### config.mk
export PLATFORM = sky130hd
export DESIGN_NAME = pam4_level_mapper
export DESIGN_NICKNAME = d
export VERILOG_FILES = /design/src/rtl/pam4_pkg.sv /design/src/rtl/pam4_level_fifo.sv /design/src/rtl/pam4_level_mapper.sv
export SDC_FILE = /design/constraint.sdc
export NUM_CORES = 1
export LEC_CHECK = 0
export ABC_AREA = 1
export CELL_PAD_IN_SITES_DETAIL_PLACEMENT = 0
export CELL_PAD_IN_SITES_GLOBAL_PLACEMENT = 1
export CORE_MARGIN = 3
export CORE_UTILIZATION = 42
export CTS_CLUSTER_DIAMETER = 50
export CTS_CLUSTER_SIZE = 16
export DETAILED_ROUTE_END_ITERATION = 6
export PLACE_DENSITY_LB_ADDON = 0.25
export SLEW_MARGIN = 5
export SYNTH_ARGS = -nofsm -noshare
export SYNTH_HDL_FRONTEND = slang
export SYNTH_SLANG_ARGS = --single-unit
### constraint.sdc
create_clock -name clk -period 5.9 [get_ports clk]
set_input_delay 1.475 -clock clk [delete_from_list [all_inputs] [get_ports clk]]
set_output_delay 1.475 -clock clk [all_outputs]
set_load 0.005 [all_outputs]
### src/rtl/pam4_pkg.sv
// rtl/pam4_pkg.sv - PAM4 symbol type, level indices and mapping helper shared by encoder, mapper and slicer.
package pam4_pkg;

  typedef logic [1:0] pam4_sym_t;

  localparam pam4_sym_t LVL_IDX_M3 = 2'd0;
  localparam pam4_sym_t LVL_IDX_M1 = 2'd1;
  localparam pam4_sym_t LVL_IDX_P1 = 2'd2;
  localparam pam4_sym_t LVL_IDX_P3 = 2'd3;

  localparam int PAM4_LEVEL_AMP_DEFAULT = 32;

  // Index m maps to (2m-3)*amp, evaluated in 32-bit signed arithmetic, then truncated.
  function automatic logic [7:0] pam4_level(input pam4_sym_t m, input int amp);
    return 8'(((int'(m) * 2) - 3) * amp);
  endfunction

endpackage

### src/rtl/pam4_level_fifo.sv
// rtl/pam4_level_fifo.sv - Power-of-two level buffer with wrapping pointers and an occupancy counter.
module pam4_level_fifo #(
  parameter int DEPTH = 4
) (
  input  logic                       clk,
  input  logic                       rstn,
  input  logic                       push,
  input  logic [7:0]                 push_data,
  input  logic                       pop,
  output logic [7:0]                 head_data,
  output logic                       full,
  output logic                       empty,
  output logic [$clog2(DEPTH):0]     count
);

  localparam int AW = $clog2(DEPTH);
  localparam int CW = AW + 1;

  logic [7:0]    mem [DEPTH];
  logic [AW-1:0] wr_ptr;
  logic [AW-1:0] rd_ptr;
  logic          do_push;
  logic          do_pop;

  assign full    = (count == CW'(DEPTH));
  assign empty   = (count == '0);
  assign do_pop  = pop && !empty;
  // A full buffer still takes a push when the head leaves in the same cycle.
  assign do_push = push && (!full || do_pop);

  always_ff @(posedge clk or negedge rstn) begin
    if (!rstn) begin
      wr_ptr <= '0;
      rd_ptr <= '0;
      count  <= '0;
    end else begin
      if (do_push) wr_ptr <= wr_ptr + 1'b1;
      if (do_pop)  rd_ptr <= rd_ptr + 1'b1;
      count <= count + CW'(do_push) - CW'(do_pop);
    end
  end

  always_ff @(posedge clk) begin
    if (do_push) mem[wr_ptr] <= push_data;
  end

  assign head_data = mem[rd_ptr];

endmodule

### src/rtl/pam4_level_mapper.sv
// rtl/pam4_level_mapper.sv - Gray PAM4 symbol to signed level mapper with output buffer and drop accounting.
// Optional 1+D precoder enabled by macro PAM4_PRECODE_EN.
module pam4_level_mapper
  import pam4_pkg::*;
#(
  parameter int LEVEL_AMP  = PAM4_LEVEL_AMP_DEFAULT,
  parameter int FIFO_DEPTH = 4
) (
  input  logic              clk,
  input  logic              rstn,
  input  logic [1:0]        symbol_in,
  input  logic              symbol_in_valid,
  output logic signed [7:0] level_out,
  output logic              level_out_valid,
  input  logic              level_out_ready,
  output logic              overflow,
  output logic [15:0]       drop_count
);

  logic                          fifo_full;
  logic                          fifo_empty;
  logic [$clog2(FIFO_DEPTH):0]   fifo_count;
  logic [7:0]                    fifo_head;
  logic                          pop;
  logic                          accept;
  logic                          drop;
  pam4_sym_t                     m;

  assign pop    = level_out_valid && level_out_ready;
  assign accept = symbol_in_valid && (!fifo_full || pop);
  assign drop   = symbol_in_valid && fifo_full && !pop;

`ifdef PAM4_PRECODE_EN
  pam4_sym_t prev_m;

  // 2-bit subtraction gives the mod-4 wrap for free.
  assign m = pam4_sym_t'(symbol_in - prev_m);

  always_ff @(posedge clk or negedge rstn) begin
    if (!rstn)       prev_m <= '0;
    else if (accept) prev_m <= m;
  end
`else
  assign m = symbol_in;
`endif

  pam4_level_fifo #(
    .DEPTH (FIFO_DEPTH)
  ) u_fifo (
    .clk       (clk),
    .rstn      (rstn),
    .push      (accept),
    .push_data (pam4_level(m, LEVEL_AMP)),
    .pop       (pop),
    .head_data (fifo_head),
    .full      (fifo_full),
    .empty     (fifo_empty),
    .count     (fifo_count)
  );

  assign level_out_valid = (fifo_count != '0);
  // Gate the head so stale memory contents never reach the output.
  assign level_out       = fifo_empty ? 8'sd0 : $signed(fifo_head);

  always_ff @(posedge clk or negedge rstn) begin
    if (!rstn) begin
      overflow   <= 1'b0;
      drop_count <= '0;
    end else if (drop) begin
      overflow <= 1'b1;
      if (drop_count != 16'hFFFF) drop_count <= drop_count + 16'd1;
    end
  end

endmodule

==> key figures <==
Floorplan
  – FP Rows: 23
  – Initial Util: 0.450
  – Num ports: 32
  – DIE WIDTH: 72.6 µm
  – Die area: 0.00528 mm²
  – Die H: 72.6 µm
  – Core area: 0.00414 mm²

Worst hold path
  – WHS Endpoint: overflow
  – Hold Crit Class: register to register
  – Hold depth: 2
  – Worst Min Path Start: overflow

Critical path
  – Critical Path AT: 1.65 ns
  – Worst Reg-to-Reg Cells: 11
  – Slowest stage cell on the critical path: clkdlybuf4s50_1
  – CP Launch Point: u_fifo.rd_ptr[0]
  – Reg2Reg Capture Point: u_fifo.count[2]
  – CP top delay family: buffers and inverters
  – Crit Reg-Reg Startpoint: u_fifo.count[1]
  – Worst path max stage delay: 0.51 ns
  – CP cell instances: inv_1 -> o21ai_0 -> a21oi_1 -> clkdlybuf4s50_1
  – Startpoint Class: register
  – Crit path kind: register to primary output
  – Reg2Reg Setup Slack: 3.74 ns
  – Critical path data required time: 4.43 ns
  – CP max FO: 6
  – CP endpoint kind: primary output
  – Worst Path Buf+Inv: 2

Synthesis
  – Top_reg_cell synth: dfrtp_1
  – Async SR Flop Fraction: 0.750
  – Mapped Area: 0.00187 mm²
  – Mapped Cells: 233
  – Synth Warn #: 0
  – Synth top area cells: dfrtp_1, nand2_1, edfxtp_1
  – Top-count cell post-synth: nand2_1
  – Synth cell count leaders: nand2_1, nor2_1, inv_1, dfrtp_1
  – Synthesized area per cell: 8.01 µm²
  – Number of synthesized register bits: 32
  – Synth cell types: 24
  – Post-synth top area cell: dfrtp_1
  – Post-synth EDFFs: 8
  – Seq/Total Area, Yosys: 0.451
  – Yosys top cell area share: 0.322

STA
  – RSZ-0062 raised after global routing: no
  – Fmax: 0.320 GHz
  – Least-Margin Pin Slew: 0.650 ns
  – Final period util: 0.529
  – Setup_tns: 0 ns
  – Tmin final: 3.12 ns
  – Clock Skew: 0.00497 ns
  – # setup viols final: 0
  – Final Slew Violations: 0
  – Max-slew headroom: 0.567
  – Final Hold Fails: 0

Power
  – Leakage power: 0.00102 µW
  – Max rail drop VDD: 0.000207 V
  – Power per Cell Area: 310 mW/mm²

Clocking
  – CTS clk-pin slew, worst paths: 0.06 ns
  – Post-CTS setup buffer count: 0
  – H-tree depth: 2
  – TritonCTS clock tree: yes
  – CTS Root Cell: clkbuf_8
  – Clock Latency Late Sink: 0.28 ns
  – Hold buffer count at cts: 0
  – Post-CTS sizing: 0
  – Maximum clock path buffer count: 2
  – Sinks on Clock Net: 32
  – Total CTS buffers: 5

Route
  – Post-route ant nets: 0
  – DRC viols: 0
  – Routed len/inst: 11.8 µm
  – Total Wirelength: 3710 µm
  – DRT iter0 DRCs: 55
  – Routed vias: 1453
  – Mean number of vias per cell: 4.63
  – DRT Pass-1 Iters: 4

Placed design
  – PortBufs: 26
  – Routability cong.: 0.784
  – DP HPWL: 2790 µm

Cells and area
  – Nets: 277
  – Post-layout util: 0.537
  – Share of cells above drive strength 1: 0.0720
  – Antenna Cells: 0
  – Layout Area Growth over Synthesis: 19.3%
  – # fillers: 410

Global routing
  – Vias in the first global route: 1482
  – First-pass GRT wire length: 6620 µm
  – GRT Util Overall: 0.166
  – Global route overflow: 0
  – Largest net degree at the start of global routing: 25
  – Antenna violations before repair: 0

Flow run
  – Max_cap viols: 0

Run status
  – Status: completed
[metal layers]
metal	vias to the layer above	share of wire	track usage	routed length, µm
li1	772	-	-	-
met1	650	0.51	0.220	1900
met2	23	0.43	0.256	1590
met3	8	0.040	0.0537	149
met4	0	0.018	0.0574	65
met5	-	0	0	0
[per-stage QoR]
stage | cell area, µm² | setup slack, ns | instances | hold slack (ns) | total power [µW]
2_1_floorplan | 1880 | 3.08 | 237 | 0.458 | 456
3_3_place_gp | 2140 | 2.58 | 306 | 0.446 | 539
3_5_place_dp | 2140 | 2.56 | 306 | 0.451 | 543
4_1_cts | 2230 | 2.75 | 314 | 0.468 | 705
5_1_grt | 2230 | 2.63 | 314 | 0.485 | 760
6_report | 2230 | 2.78 | 314 | 0.463 | 690
[cell families after synthesis]
kind of cell / synth area share
buf+inv: 0.0993
xor+xnor: 0.0516
other cells: 0.00201
simple gates: 0.307
compound gates: 0.0315
flops: 0.451
fa+ha+maj: 0.0577
[sequential cells by signal (all words and copies together) (netlist names)]
| name | cells |
|---|---|
| drop_count | 16 |
| overflow | 1 |
| u_fifo.count | 3 |
| u_fifo.mem | 8 |
| u_fifo.rd_ptr | 2 |
| u_fifo.wr_ptr | 2 |
[where the power goes]
group,switching [µW],leakage [µW],internal [µW]
clock network,77.7,0.0000453,79.9
registers,39.0,0.000385,273
logic,114,0.000593,107
total,231,0.00102,459
[layout by cell type, fill, tap and decap left out, drive strengths merged]
| cell type | netlist | layout |
|---|---|---|
| clkinv | 1 | 4 |
| fa | 1 | 1 |
| o21bai | 1 | 1 |
| nor3 | 1 | 1 |
| nand4 | 7 | 7 |
| conb | 1 | 5 |
| clkdlybuf4s50 | 0 | 26 |
| ha | 7 | 7 |
| dfrtp | 24 | 24 |
| o21ai | 6 | 6 |
| buf | 8 | 1 |
| nor2 | 35 | 35 |
| xor2 | 6 | 6 |
| nand2 | 80 | 80 |
| inv | 30 | 30 |
| clkbuf | 0 | 5 |
| a21oi | 2 | 2 |
| nand3 | 10 | 10 |
| xnor2 | 5 | 5 |
| edfxtp | 8 | 8 |
[worst max-delay path by stage]
stage / endpoint / slack [ns] / depth (start not counted)
detailed placement: u_fifo.count[2] / 2.56 / 10
floorplan: u_fifo.count[2] / 3.08 / 9
global route: level_out[6] / 2.63 / 5
CTS: level_out[6] / 2.75 / 4
global placement: u_fifo.count[2] / 2.58 / 10
finish: level_out[6] / 2.78 / 4
[tightest hold or removal path: stages (launching register included)]
cell and delay, ns:
dfrtp_1 0.34, inv_1 0.04, nand2_1 0.05
[cell type report]
cell class	count	area, µm²	share of cell area
Multi-Input combinational cell	166	855	0.384
Clock buffer	5	68.8	0.0309
Timing Repair Buffer	27	268	0.120
Tap cell	50	62.6	0.0281
Inverter	31	118	0.0528
Clock inverter	3	13.8	0.00618
Sequential cell	32	841	0.378
No activity file was read; power rests on OpenSTA's default activity.
